## src/rtl/sprite_blitter.sv

```systemverilog
// rtl/sprite_blitter.sv - Chip-8 DRW sprite blitter with read-modify-write XOR into a 64x32 framebuffer
// Optional build macro: SPRITE_CLIP_EN (clip at right/bottom edges instead of wrapping).
module sprite_blitter #(
  parameter int MEM_AW = 12,
  parameter int FB_AW  = 8
) (
  input  logic              clk,
  input  logic              reset,
  input  logic              start,
  input  logic [MEM_AW-1:0] i_addr,
  input  logic [7:0]        vx,
  input  logic [7:0]        vy,
  input  logic [3:0]        n,
  output logic              busy,
  output logic              done,
  output logic              collision,
  output logic              mem_en,
  output logic [MEM_AW-1:0] mem_addr,
  input  logic [7:0]        mem_data,
  output logic              fb_en,
  output logic              fb_write,
  output logic [FB_AW-1:0]  fb_addr,
  output logic [7:0]        fb_wdata,
  input  logic [7:0]        fb_rdata
);

  typedef enum logic [2:0] {
    S_IDLE,
    S_MEM,
    S_RDL,
    S_RDR,
    S_WRL,
    S_WRR,
    S_DONE
  } state_t;

  state_t state, state_n;

  logic [MEM_AW-1:0] base;
  logic [5:0]        x;
  logic [4:0]        y;
  logic [3:0]        n_r;
  logic [3:0]        row;
  logic [7:0]        sprite;
  logic [7:0]        left;
  logic [7:0]        right;

  logic [2:0]  xb;
  logic [2:0]  xo;
  logic [2:0]  xb1;
  logic [4:0]  yr;
  logic [15:0] mask;
  logic [7:0]  hi;
  logic [7:0]  lo;
  logic        left_ok;
  logic        right_ok;
  logic        last_row;
  logic        unused_bits;

  assign unused_bits = ^{vx[7:6], vy[7:5]};

  assign xb   = x[5:3];
  assign xo   = x[2:0];
  assign xb1  = xb + 3'd1;
  assign yr   = y + {1'b0, row};
  assign mask = {sprite, 8'h00} >> xo;
  assign hi   = mask[15:8];
  assign lo   = mask[7:0];
  assign last_row = (row == (n_r - 4'd1));

`ifdef SPRITE_CLIP_EN
  // Rows past the bottom edge and the byte past the right edge are dropped.
  logic row_vis;
  assign row_vis  = ({1'b0, y} + {2'b00, row}) < 6'd32;
  assign left_ok  = row_vis;
  assign right_ok = row_vis && (xo != 3'd0) && (xb != 3'd7);
`else
  assign left_ok  = 1'b1;
  assign right_ok = (xo != 3'd0);
`endif

  assign busy = (state != S_IDLE);
  assign done = (state == S_DONE);

  always_ff @(posedge clk) begin
    if (reset) begin
      state     <= S_IDLE;
      base      <= '0;
      x         <= '0;
      y         <= '0;
      n_r       <= '0;
      row       <= '0;
      sprite    <= '0;
      left      <= '0;
      right     <= '0;
      collision <= 1'b0;
    end else begin
      state <= state_n;
      case (state)
        S_IDLE: begin
          if (start) begin
            base      <= i_addr;
            x         <= vx[5:0];
            y         <= vy[4:0];
            n_r       <= n;
            row       <= '0;
            collision <= 1'b0;
          end
        end
        S_RDL: sprite <= mem_data;
        S_RDR: left   <= fb_rdata;
        S_WRL: begin
          right <= fb_rdata;
          if (left_ok) collision <= collision | (|(left & hi));
        end
        S_WRR: begin
          if (right_ok) collision <= collision | (|(right & lo));
          row <= row + 4'd1;
        end
        default: ;
      endcase
    end
  end

  // Address/data outputs are forced to zero whenever their enable is low.
  always_comb begin
    state_n  = state;
    mem_en   = 1'b0;
    mem_addr = '0;
    fb_en    = 1'b0;
    fb_write = 1'b0;
    fb_addr  = '0;
    fb_wdata = '0;
    case (state)
      S_IDLE: begin
        if (start) state_n = (n == 4'd0) ? S_DONE : S_MEM;
      end
      S_MEM: begin
        mem_en   = 1'b1;
        mem_addr = base + MEM_AW'(row);
        state_n  = S_RDL;
      end
      S_RDL: begin
        fb_en   = 1'b1;
        fb_addr = FB_AW'({yr, xb});
        state_n = S_RDR;
      end
      S_RDR: begin
        fb_en   = 1'b1;
        fb_addr = FB_AW'({yr, xb1});
        state_n = S_WRL;
      end
      S_WRL: begin
        if (left_ok) begin
          fb_en    = 1'b1;
          fb_write = 1'b1;
          fb_addr  = FB_AW'({yr, xb});
          fb_wdata = left ^ hi;
        end
        state_n = S_WRR;
      end
      S_WRR: begin
        if (right_ok) begin
          fb_en    = 1'b1;
          fb_write = 1'b1;
          fb_addr  = FB_AW'({yr, xb1});
          fb_wdata = right ^ lo;
        end
        state_n = last_row ? S_DONE : S_MEM;
      end
      S_DONE:  state_n = S_IDLE;
      default: state_n = S_IDLE;
    endcase
  end

endmodule

```

## config.mk

```make
export PLATFORM = sky130hd
export DESIGN_NAME = sprite_blitter
export DESIGN_NICKNAME = d
export VERILOG_FILES = /design/src/rtl/sprite_blitter.sv
export SDC_FILE = /design/constraint.sdc
export NUM_CORES = 1
export LEC_CHECK = 0
export BUFFER_PORTS_ARGS = -buffer_cell sky130_fd_sc_hd__buf_4
export CAP_MARGIN = 20
export CORE_ASPECT_RATIO = 1.1
export CORE_MARGIN = 2
export CORE_UTILIZATION = 40
export DETAILED_ROUTE_END_ITERATION = 8
export PLACE_DENSITY = 0.71
export RECOVER_POWER = 100
export SYNTH_ARGS = -nofsm -noshare
export SYNTH_HDL_FRONTEND = slang
export SYNTH_SLANG_ARGS = --single-unit
```

## constraint.sdc

```tcl
create_clock -name clk -period 5.58 [get_ports clk]
set_input_delay 0.558 -clock clk [delete_from_list [all_inputs] [get_ports clk]]
set_output_delay 0.558 -clock clk [all_outputs]
set_load 0.05 [all_outputs]
```

==> results of run 1 <==
==> per-layer routing <==
metal / wire length, um / track usage, %
met5: 0 / 0
met4: 147 / 9.05
met3: 438 / 3.10
met2: 3980 / 29.7
met1: 3880 / 23.2
==> worst reg2reg max path: stages (launching register included) <==
cell      delay, ps
dfxtp_1         490
clkbuf_1        470
nor3_1          420
and2_0         1210
nor2_1          110
o21ai_0         210
a21oi_1          80
==> power by group <==
part / total [W] / internal (W) / switching, W
Sequential: 0.000479 / 0.000447 / 0.0000326
Combinational: 0.000219 / 0.0000783 / 0.000140
Clock: 0.000370 / 0.000212 / 0.000158
==> layout by cell type (no fill, tap or decap), types with 2 or more instances in the layout <==
cell type / count
a211oi_1: 2
a21o_1: 3
a21oi_1: 65
a22o_1: 9
a31oi_1: 3
and2_1: 2
and3_1: 4
buf_4: 48
clkbuf_1: 33
clkbuf_8: 10
clkinv_2: 2
dfxtp_1: 59
fa_1: 2
ha_1: 26
inv_1: 12
mux2_2: 3
mux2i_1: 8
nand2_1: 114
nand2b_1: 2
nand3_1: 14
nor2_1: 34
nor2b_1: 7
nor3_1: 10
nor4_1: 3
o21ai_0: 20
o21ai_1: 2
o31ai_1: 2
xnor2_1: 8
xor2_1: 8
==> sequential cells by signal, indices dropped and copies added, names as in the netlist <==
register   cells
base          12
sprite         8
right          8
n_r            4
row            4
x              6
collision      1
y              5
state          3
left           8
==> cells by family (layout without fill, tap and decap cells) <==
| family | count (synthesis) | count (layout) | share of synthesized area (%) |
|---|---|---|---|
| AND/OR/NAND/NOR | 196 | 196 | 24.5 |
| AO/OA/AOI/OAI | 112 | 112 | 18.3 |
| flip-flops | 59 | 59 | 33.6 |
| buffers and inverters | 40 | 107 | 5.31 |
| adder cells (fa/ha/maj) | 28 | 28 | 10.4 |
| XOR/XNOR | 17 | 17 | 4.67 |
| multiplexers | 11 | 11 | 3.24 |
==> stage by stage <==
step           cells  worst slack (ps)  utilization [%]  power [W]
2_1_floorplan    463              2650                -   0.000654
3_3_place_gp     627              2830             48.7   0.000715
3_5_place_dp     627              2790             48.7   0.000721
4_1_cts          641              2460             50.8    0.00109
5_1_grt          641              1570             49.1    0.00113
6_report         641              1780             49.1    0.00107
==> path summary, 6_finish.rpt <==
kind / cells past startpoint / to / start
worst min register to register: 2 / base[3]$_SDFFE_PP0P_ / base[3]$_SDFFE_PP0P_
worst min-delay path: 2 / base[3]$_SDFFE_PP0P_ / base[3]$_SDFFE_PP0P_
worst max-delay path: 5 / fb_wdata[3] / state[0]$_SDFFE_PP0P_
worst max register to register: 6 / row[3]$_SDFFE_PP0P_ / state[0]$_SDFFE_PP0P_
==> cell type report <==
class                      count  area [um^2]  share of cell area, %
inverter                      13         48.8                   1.18
timing repair buffer          80          480                   11.6
multi-input combinational    364         2120                   51.1
tap                          111          139                   3.35
clock buffer                  11          141                   3.41
clock inverter                 3         40.0                  0.965
sequential                    59         1180                   28.5
==> out/qor.txt, run 1 <==
Hold WS: 459 ps
Post-Synthesis Cell Area: 3510 um^2
leakage: 1.70 nW
status: complete, but fails checks
Setup Skew: 5.31 ps
vias: 3296
area growth from synthesis to layout: 18.1%
Post-CTS Resized: 0
Die W: 93.4 um
period utilization: 68.1%
CP Capture Type: primary output
Via-to-Cell Ratio: 5.14
layout cell share with drive strength beyond 1: 12.5%
Hold-fix buffers, CTS: 0
CP max stage cell: clkbuf_1
clock slew at reported path FFs: 60 ps
DR iter-0 viols: 185
Port Buf Inserts: 79
ranking of synthesized cells by area: dfxtp_1 34%, nand2_1 12%, a21oi_1 9.3%, ha_1 9.3%, nor2_1 3.4%
first-pass GRT wire length: 13.7 mm
Worst R2R Setup Slack: 2450 ps
Worst Path Required: 5020 ps
core area: 8450 um^2
Startpoint Class: flip-flop
CP dominant cell by count: clkbuf_1
unrepaired setup endpoints after global routing: no
Syn Nets: 542
pins over their slew limit: 31
Post-synth EDFFs: 0
post-route cell area: 4150 um^2
vias in the first global route: 3072
relative slew slack: -2.20%
Final ANT Viol Nets: 0
Clock Tree Root: clkbuf_8
Worst Tran Pin Value: 1530 ps
MaxCap Viol Count: 1
pwr dens: 257 nW/um^2
Post-synth top cells: 112 x nand2_1, 65 x a21oi_1, 59 x dfxtp_1
Initial DRT Pass Iterations: 4
Async SR Flop Fraction: 0%
HP Class: reg -> reg
largest net degree at the start of global routing: 58
Total Wirelength: 8.45 mm
post-synth cell types: 47
Max stage delay on crit path: 730 ps
antenna cell count: 0
crit path max fanout: 22
maximum clock path buffer count: 2
Hold Vio Cnt, Final: 0
Die Ht: 102 um
H-Tree Depth: 3
RD Place Congestion: 0.875
prevailing post-synth register cell: dfxtp_1
Setup Crit Path Kind: reg -> out
NumNets Final: 606
clock latency on the worst-skew pair: 340 ps
GRT overflow: 0
failing checks: max-capacitance violations, max-slew violations
Warnings, synthesis: 0
CTS buffer count: 9
DRC: 0
full die area: 9550 um^2
area share of the largest cell type after synthesis: 33.6%
Cell Rows: 35
crit path time final: 3800 ps
initial antenna violation count: 0
CP bufs+invs: 2
most frequent cell after synthesis: nand2_1
cell count after synthesis: 463
I/O pin count: 85
DP HPWL: 6.25 mm
TritonCTS clock tree: built
Synth Area per Inst: 7.59 um^2
Setup-failing EPs final: 0
area leader, netlist: dfxtp_1
Sink Count: 59
placed cell area: 4120 um^2
post-CTS setup buffer count: 0
Total GRT Usage: 18.1%
Fill cells: 857
Seq/Total Area, Yosys: 33.6%
CP Cell Sequence: clkbuf_1 > nand2_1 > nor2_1 > a22o_1 > clkbuf_1
crit path DAT: 3240 ps
VDD IR max: 108 uV
top cell family by delay on the critical path: buffers and inverters
f_max: 263 MHz
Initial Util: 41.6%
final setup TNS: 0 ps
DR WL/cell: 13.2 um
Yosys reg bits: 59
Power figures use the tool's default switching activity.
==> inputs of run 2 (changes only) <==
- ABC_AREA: unset -> 1
- PLACE_DENSITY: 0.71 -> 0.73
- clock period: 5.58 -> 3.2 ns (I/O delays scaled with it)
==> run 2 against run 1 <==
The flow now finishes without violations; critical endpoint is now fb_addr[5]; worst hold slack worse by 260 ps; register-to-register slack worse by 1900 ps; first-iteration DRC count shrank 34%; area after synthesis unchanged; count of clock-buffer cells in the layout is 1 higher; non-clock buffer count increased by 1; largest power group is now the clock network.
==> out/qor.txt, run 2 <==
crit path max fanout: 10 (was 22)
switching share of power: 33.5% (was 31.0%)
f_max: 346 MHz
core area: 8450 um^2 (unchanged)
RR Endpoint: y[2]$_SDFFE_PP0P_ (was row[3]$_SDFFE_PP0P_)
CP bufs+invs: 3 (was 2)
DP HPWL: 6.74 mm (was 6.25 mm)
unrepaired setup endpoints after global routing: no (unchanged)
Post-Synthesis Cell Area: 3510 um^2 (unchanged)
Setup-failing EPs final: 0 (unchanged)
antenna cell count: 0 (unchanged)
area share of the largest cell type after synthesis: 33.6% (unchanged)
fin util: 51.1% (was 49.1%)
status: finished, final reports clean (was complete, but fails checks)
Synth Area per Inst: 6.86 um^2 (was 7.59 um^2)
layout cell share with drive strength beyond 1: 16.3% (was 12.5%)
r2r startpoint: state[0]$_SDFFE_PP0P_ (unchanged)
DR WL/cell: 12.9 um (was 13.2 um)
vias: 3552 (was 3296)
most frequent cell after synthesis: nor2_1 (was nand2_1)
pwr dens: 556 nW/um^2 (was 257 nW/um^2)
power share of the clock group: 36.8% (was 34.6%)
GRT overflow: 0 (unchanged)
crit path DAT: 2570 ps (was 3240 ps)
pins over their slew limit: 0 (was 31)
HP Class: in -> reg (was reg -> reg)
most common cell after layout, fill and taps aside: nor2_1 (was nand2_1)
Post-CTS Resized: 0 (unchanged)
Worst Path Required: 2880 ps (was 5020 ps)
Port Buf Inserts: 79 (unchanged)
Yosys reg bits: 59 (unchanged)
Cell Rows: 35 (unchanged)
clock slew at reported path FFs: 60 ps (about the same)
Final ANT Viol Nets: 0 (unchanged)
DR iter-0 viols: 123 (was 185)
Max stage delay on crit path: 550 ps (was 730 ps)
Initial DRT Pass Iterations: 5 (was 4)
CP Capture Type: primary output (unchanged)
Die Ht: 102 um (unchanged)
Worst R2R Setup Slack: 590 ps (was 2450 ps)
NumNets Final: 664 (was 606)
CP Launch Point: state[0]$_SDFFE_PP0P_ (unchanged)
relative slew slack: 6.95% (was -2.20%)
largest net degree at the start of global routing: 49 (was 58)
DRC: 0 (unchanged)
Post-synth EDFFs: 0 (unchanged)
Hold-fix buffers, CTS: 0 (unchanged)
top cell family by delay on the critical path: buffers and inverters (unchanged)
first-pass GRT wire length: 15.0 mm (was 13.7 mm)
cell count after synthesis: 512 (was 463)
post-synth cell types: 35 (was 47)
Startpoint Class: flip-flop (unchanged)
initial antenna violation count: 0 (unchanged)
RD Place Congestion: 0.943 (was 0.875)
clock latency on the worst-skew pair: 350 ps (was 340 ps)
Hold Vio Cnt, Final: 0 (unchanged)
Internal: 0.00159 W (was 0.000737 W)
Die W: 93.4 um (unchanged)
area leader, netlist: dfxtp_1 (unchanged)
ranking of synthesized cells by area: dfxtp_1 34%, nor2_1 10%, nand2_1 9.8%, ha_1 9.3%, o21ai_0 8.5% (was dfxtp_1 34%, nand2_1 12%, a21oi_1 9.3%, ha_1 9.3%, nor2_1 3.4%)
Setup Skew: 4.22 ps (was 5.31 ps)
Warnings, synthesis: 0 (unchanged)
Via-to-Cell Ratio: 5.07 (was 5.14)
vias in the first global route: 3408 (was 3072)
H-Tree Depth: 3 (unchanged)
area growth from synthesis to layout: 22.9% (was 18.1%)
most frequent cells in the layout: 96 x nor2_1, 95 x nand2_1, 60 x o21ai_0 (was 114 x nand2_1, 65 x a21oi_1, 59 x dfxtp_1)
leakage: 2.04 nW (was 1.70 nW)
Logic pwr share: 26.5% (was 20.5%)
crit path time final: 2890 ps
worst hold stages: 3 (was 2)
sequential share of power: 36.7% (was 44.9%)
Worst Hold Launch: mem_data[6] (was base[3]$_SDFFE_PP0P_)
Largest register FFs: 12 (unchanged)
MaxCap Viol Count: 0 (was 1)
CP Cell Sequence: inv_2 > nor3_4 > clkinvlp_2 > nand2_4 > nor2_2 > nor2_1 > clkbuf_2 (was clkbuf_1 > nand2_1 > nor2_1 > a22o_1 > clkbuf_1)
post-CTS setup buffer count: 0 (unchanged)
final setup TNS: 0 ps (unchanged)
Post-synth top cells: 95 x nor2_1, 92 x nand2_1, 60 x o21ai_0 (was 112 x nand2_1, 65 x a21oi_1, 59 x dfxtp_1)
TritonCTS clock tree: built (unchanged)
Async SR Flop Fraction: 0% (unchanged)
full die area: 9550 um^2 (unchanged)
prevailing post-synth register cell: dfxtp_1 (unchanged)
P_sw: 0.000805 W (was 0.000331 W)
Sink Count: 59 (unchanged)
I/O pin count: 85 (unchanged)
VDD IR max: 224 uV (was 108 uV)
Setup Crit Path Kind: reg -> out (unchanged)
Initial Util: 41.6% (unchanged)
Hold Path Sink: sprite[6]$_SDFFE_PP0P_ (was base[3]$_SDFFE_PP0P_)
Seq/Total Area, Yosys: 33.6% (unchanged)
Largest Register: base (unchanged)
Worst Tran Pin Value: 1390 ps (was 1530 ps)
Total GRT Usage: 19.7% (was 18.1%)
worst reg-to-reg path cell count: 7 (was 6)
CTS buffer count: 9 (unchanged)
Syn Nets: 591 (was 542)
maximum clock path buffer count: 2 (unchanged)
Total Wirelength: 9.02 mm (was 8.45 mm)
period utilization: 90.4%
CP max stage cell: clkinvlp_2 (was clkbuf_1)
Clock Tree Root: clkbuf_8 (unchanged)
[run 2: power by group through the flow]
stage          Clock, W  Sequential (W)  Combinational (W)
4_1_cts        0.000897        0.000879           0.000665
6_report       0.000884        0.000880           0.000636
5_1_grt        0.000928        0.000891           0.000717
2_1_floorplan         0        0.000869           0.000505
3_5_place_dp          0        0.000894           0.000661
3_3_place_gp          0        0.000891           0.000645
[run 2: tightest hold or removal path, stage by stage]
cell and delay (ps):
buf_4 80, nor2_1 30, nor2_1 80
[run 2: metrics by stage]
step	cell area, um^2	worst slack (ps)	std cells	hold slack, ps	total power [W]
floorplan	3510	557	512	389	0.00137
global placement	4170	890	685	443	0.00154
detailed placement	4170	860	685	444	0.00155
CTS	4430	491	701	193	0.00244
global route	4320	123	701	197	0.00254
finish	4320	308	701	194	0.00240
[run 2: cell type report]
class / instances / area, um^2
clock buffer: 12 / 165
clock inverter: 4 / 95.1
fill: 853 / 4140
inverter: 48 / 181
multi-input combinational: 386 / 2040
sequential: 59 / 1180
tap: 111 / 139
timing repair buffer: 81 / 515
[run 2: worst max path at each step]
stage                         to  slack, ps  cells after the start
floorplan            mem_addr[4]        560                      8
global placement    mem_addr[10]        890                     11
detailed placement  mem_addr[10]        860                     11
CTS                 mem_addr[10]        490                     11
global route          fb_addr[4]        120                      7
finish                fb_addr[5]        310                      7
[run 2: logic make-up (layout without fill, tap and decap cells)]
| kind of cell | after synthesis | after routing | synth area share, % |
|---|---|---|---|
| XOR/XNOR | 6 | 6 | 1.50 |
| flip-flops | 59 | 59 | 33.6 |
| buffers and inverters | 67 | 145 | 7.91 |
| multiplexers | 2 | 2 | 0.570 |
| AND/OR/NAND/NOR | 226 | 226 | 26.9 |
| AO/OA/AOI/OAI | 124 | 124 | 19.1 |
| adder cells (fa/ha/maj) | 28 | 28 | 10.4 |
[run 2: layer usage]
layer	vias to the layer above	routed length [um]	global-route usage, %	share of wire [%]
met5	-	0	0	0
li1	1826	-	-	-
met2	102	4570	36.1	51
met3	14	445	3.24	4.9
met4	0	160	8.48	1.8
met1	1610	3850	22.6	43
==> inputs of run 3 (changes only) <==
- MAX_ROUTING_LAYER: unset -> met4
- PLACE_DENSITY: 0.73 -> 0.71
- clock period: 3.2 -> 3.05 ns (I/O delays scaled with it)
==> run 3 against run 2 <==
Clock skew rose by 1.8 ps; count of clock-buffer cells in the layout shrank 3; critical path type unchanged; total power shrank 7.3%; first-iteration DRC count fell by 15%; die area is the same.
==> out/qor.txt, run 3 (same netlist as run 2, synthesis figures left out) <==
crit path DAT: 2530 ps (was 2570 ps)
Total Power: 0.00222 W (was 0.00240 W)
Clock Tree Root: clkbuf_8 (unchanged)
Largest register FFs: 12 (unchanged)
Final ANT Viol Nets: 0 (unchanged)
Die W: 93.4 um (unchanged)
pins over their slew limit: 0 (unchanged)
f_max: 352 MHz
CP Capture Type: primary output (unchanged)
largest net degree at the start of global routing: 49 (unchanged)
HP Class: in -> reg (unchanged)
area growth from synthesis to layout: 20.7% (was 22.9%)
post-CTS setup buffer count: 0 (unchanged)
I/O pin count: 85 (unchanged)
maximum clock path buffer count: 2 (unchanged)
CP Launch Point: state[1]$_SDFFE_PP0P_ (was state[0]$_SDFFE_PP0P_)
leakage: 2.01 nW (was 2.04 nW)
crit path time final: 2840 ps
Via-to-Cell Ratio: 5.01 (was 5.07)
Total GRT Usage: 20.3% (was 19.7%)
Worst Tran Pin Value: 1420 ps (was 1390 ps)
relative slew slack: 4.98% (was 6.95%)
DR WL/cell: 13.2 um (was 12.9 um)
H-Tree Depth: 3 (unchanged)
VDD IR max: 230 uV (was 224 uV)
initial antenna violation count: 0 (unchanged)
Initial DRT Pass Iterations: 4 (was 5)
first-pass GRT wire length: 14.9 mm (was 15.0 mm)
Worst Path Required: 2740 ps (was 2880 ps)
post-route cell area: 4240 um^2 (was 4320 um^2)
placed cell area: 4180 um^2 (was 4170 um^2)
crit path max fanout: 10 (unchanged)
Initial Util: 41.6% (unchanged)
Post-CTS Resized: 0 (unchanged)
RD Place Congestion: 0.919 (was 0.943)
Die Ht: 102 um (unchanged)
MaxCap Viol Count: 0 (unchanged)
Total Wirelength: 9.28 mm (was 9.02 mm)
CTS buffer count: 9 (unchanged)
Largest Register: base (unchanged)
r2r startpoint: state[2]$_SDFFE_PP0P_ (was state[0]$_SDFFE_PP0P_)
DP HPWL: 6.84 mm (was 6.74 mm)
core area: 8450 um^2 (unchanged)
Sink Count: 59 (unchanged)
Setup Skew: 6.03 ps (was 4.22 ps)
full die area: 9550 um^2 (unchanged)
TritonCTS clock tree: built (unchanged)
unrepaired setup endpoints after global routing: no (unchanged)
final setup TNS: 0 ps (unchanged)
Setup-failing EPs final: 0 (unchanged)
Cell Rows: 35 (unchanged)
Hold Vio Cnt, Final: 0 (unchanged)
Hold-fix buffers, CTS: 0 (unchanged)
clock latency on the worst-skew pair: 340 ps (was 350 ps)
most common cell after layout, fill and taps aside: nor2_1 (unchanged)
Setup Crit Path Kind: reg -> out (unchanged)
status: finished, final reports clean (unchanged)
DRC: 0 (unchanged)
antenna cell count: 0 (unchanged)
GRT overflow: 0 (unchanged)
vias in the first global route: 3355 (was 3408)
Worst Hold Launch: mem_data[5] (was mem_data[6])
NumNets Final: 666 (was 664)
vias: 3521 (was 3552)
DR iter-0 viols: 105 (was 123)
clock slew at reported path FFs: 70 ps (was 60 ps)
Startpoint Class: flip-flop (unchanged)
layout cell share with drive strength beyond 1: 15.9% (was 16.3%)
pwr dens: 525 nW/um^2 (was 556 nW/um^2)
most frequent cells in the layout: 97 x nor2_1, 95 x nand2_1, 60 x o21ai_0 (was 96 x nor2_1, 95 x nand2_1, 60 x o21ai_0)
period utilization: 93.1%
Port Buf Inserts: 79 (unchanged)
## run 3: power breakdown
part,switching (W),internal (W),total [W]
clock,0.000337,0.000291,0.000628
sequential,0.0000681,0.000853,0.000922
combinational,0.000459,0.000215,0.000674
total,0.000865,0.00136,0.00222
## run 3: metal layers
metal / vias to the layer above / global-route usage (%) / part of all wire, %
met1: 1571 / 23.5 / 43
met2: 107 / 35.3 / 50
li1: 1833 / - / -
met4: 0 / 5.43 / 0.96
met3: 10 / 4.65 / 6.1
met5: - / - / 0
## run 3: metrics by stage
step,utilization (%),setup slack (ps),std cells,hold slack (ps)
after floorplan,-,422,512,374
after global placement,49.5,764,687,448
after detailed placement,49.5,719,687,455
after CTS,51.5,335,703,177
after global routing,50.2,35.4,703,195
final,50.2,211,703,182
## run 3: critical path, cell delays in order (launching register included)
cell and delay (ps):
dfxtp_1 340, inv_1 160, nand2_1 140, nor2_1 560, clkbuf_1 300, inv_1 120, nand2_1 90, a21oi_1 70
a21oi_2 130, buf_2 280
## run 3: path summary, 6_finish.rpt
| path | cells after the start | end | slack, ps |
|---|---|---|---|
| worst max-delay path | 9 | fb_addr[0] | 210 |
| worst min-delay path | 3 | sprite[5]$_SDFFE_PP0P_ | 180 |
| worst max register to register | 7 | y[2]$_SDFFE_PP0P_ | 480 |
| worst min register to register | 2 | collision$_SDFFE_PP0P_ | 450 |
## run 3: final cells by class
class | count | area, um^2
well taps | 111 | 139
clock buffers | 9 | 124
inverters | 48 | 183
repair buffers | 83 | 532
clock inverters | 7 | 45.0
multi-input cells | 386 | 2040
fillers | 916 | 4210
flip-flops and latches | 59 | 1180
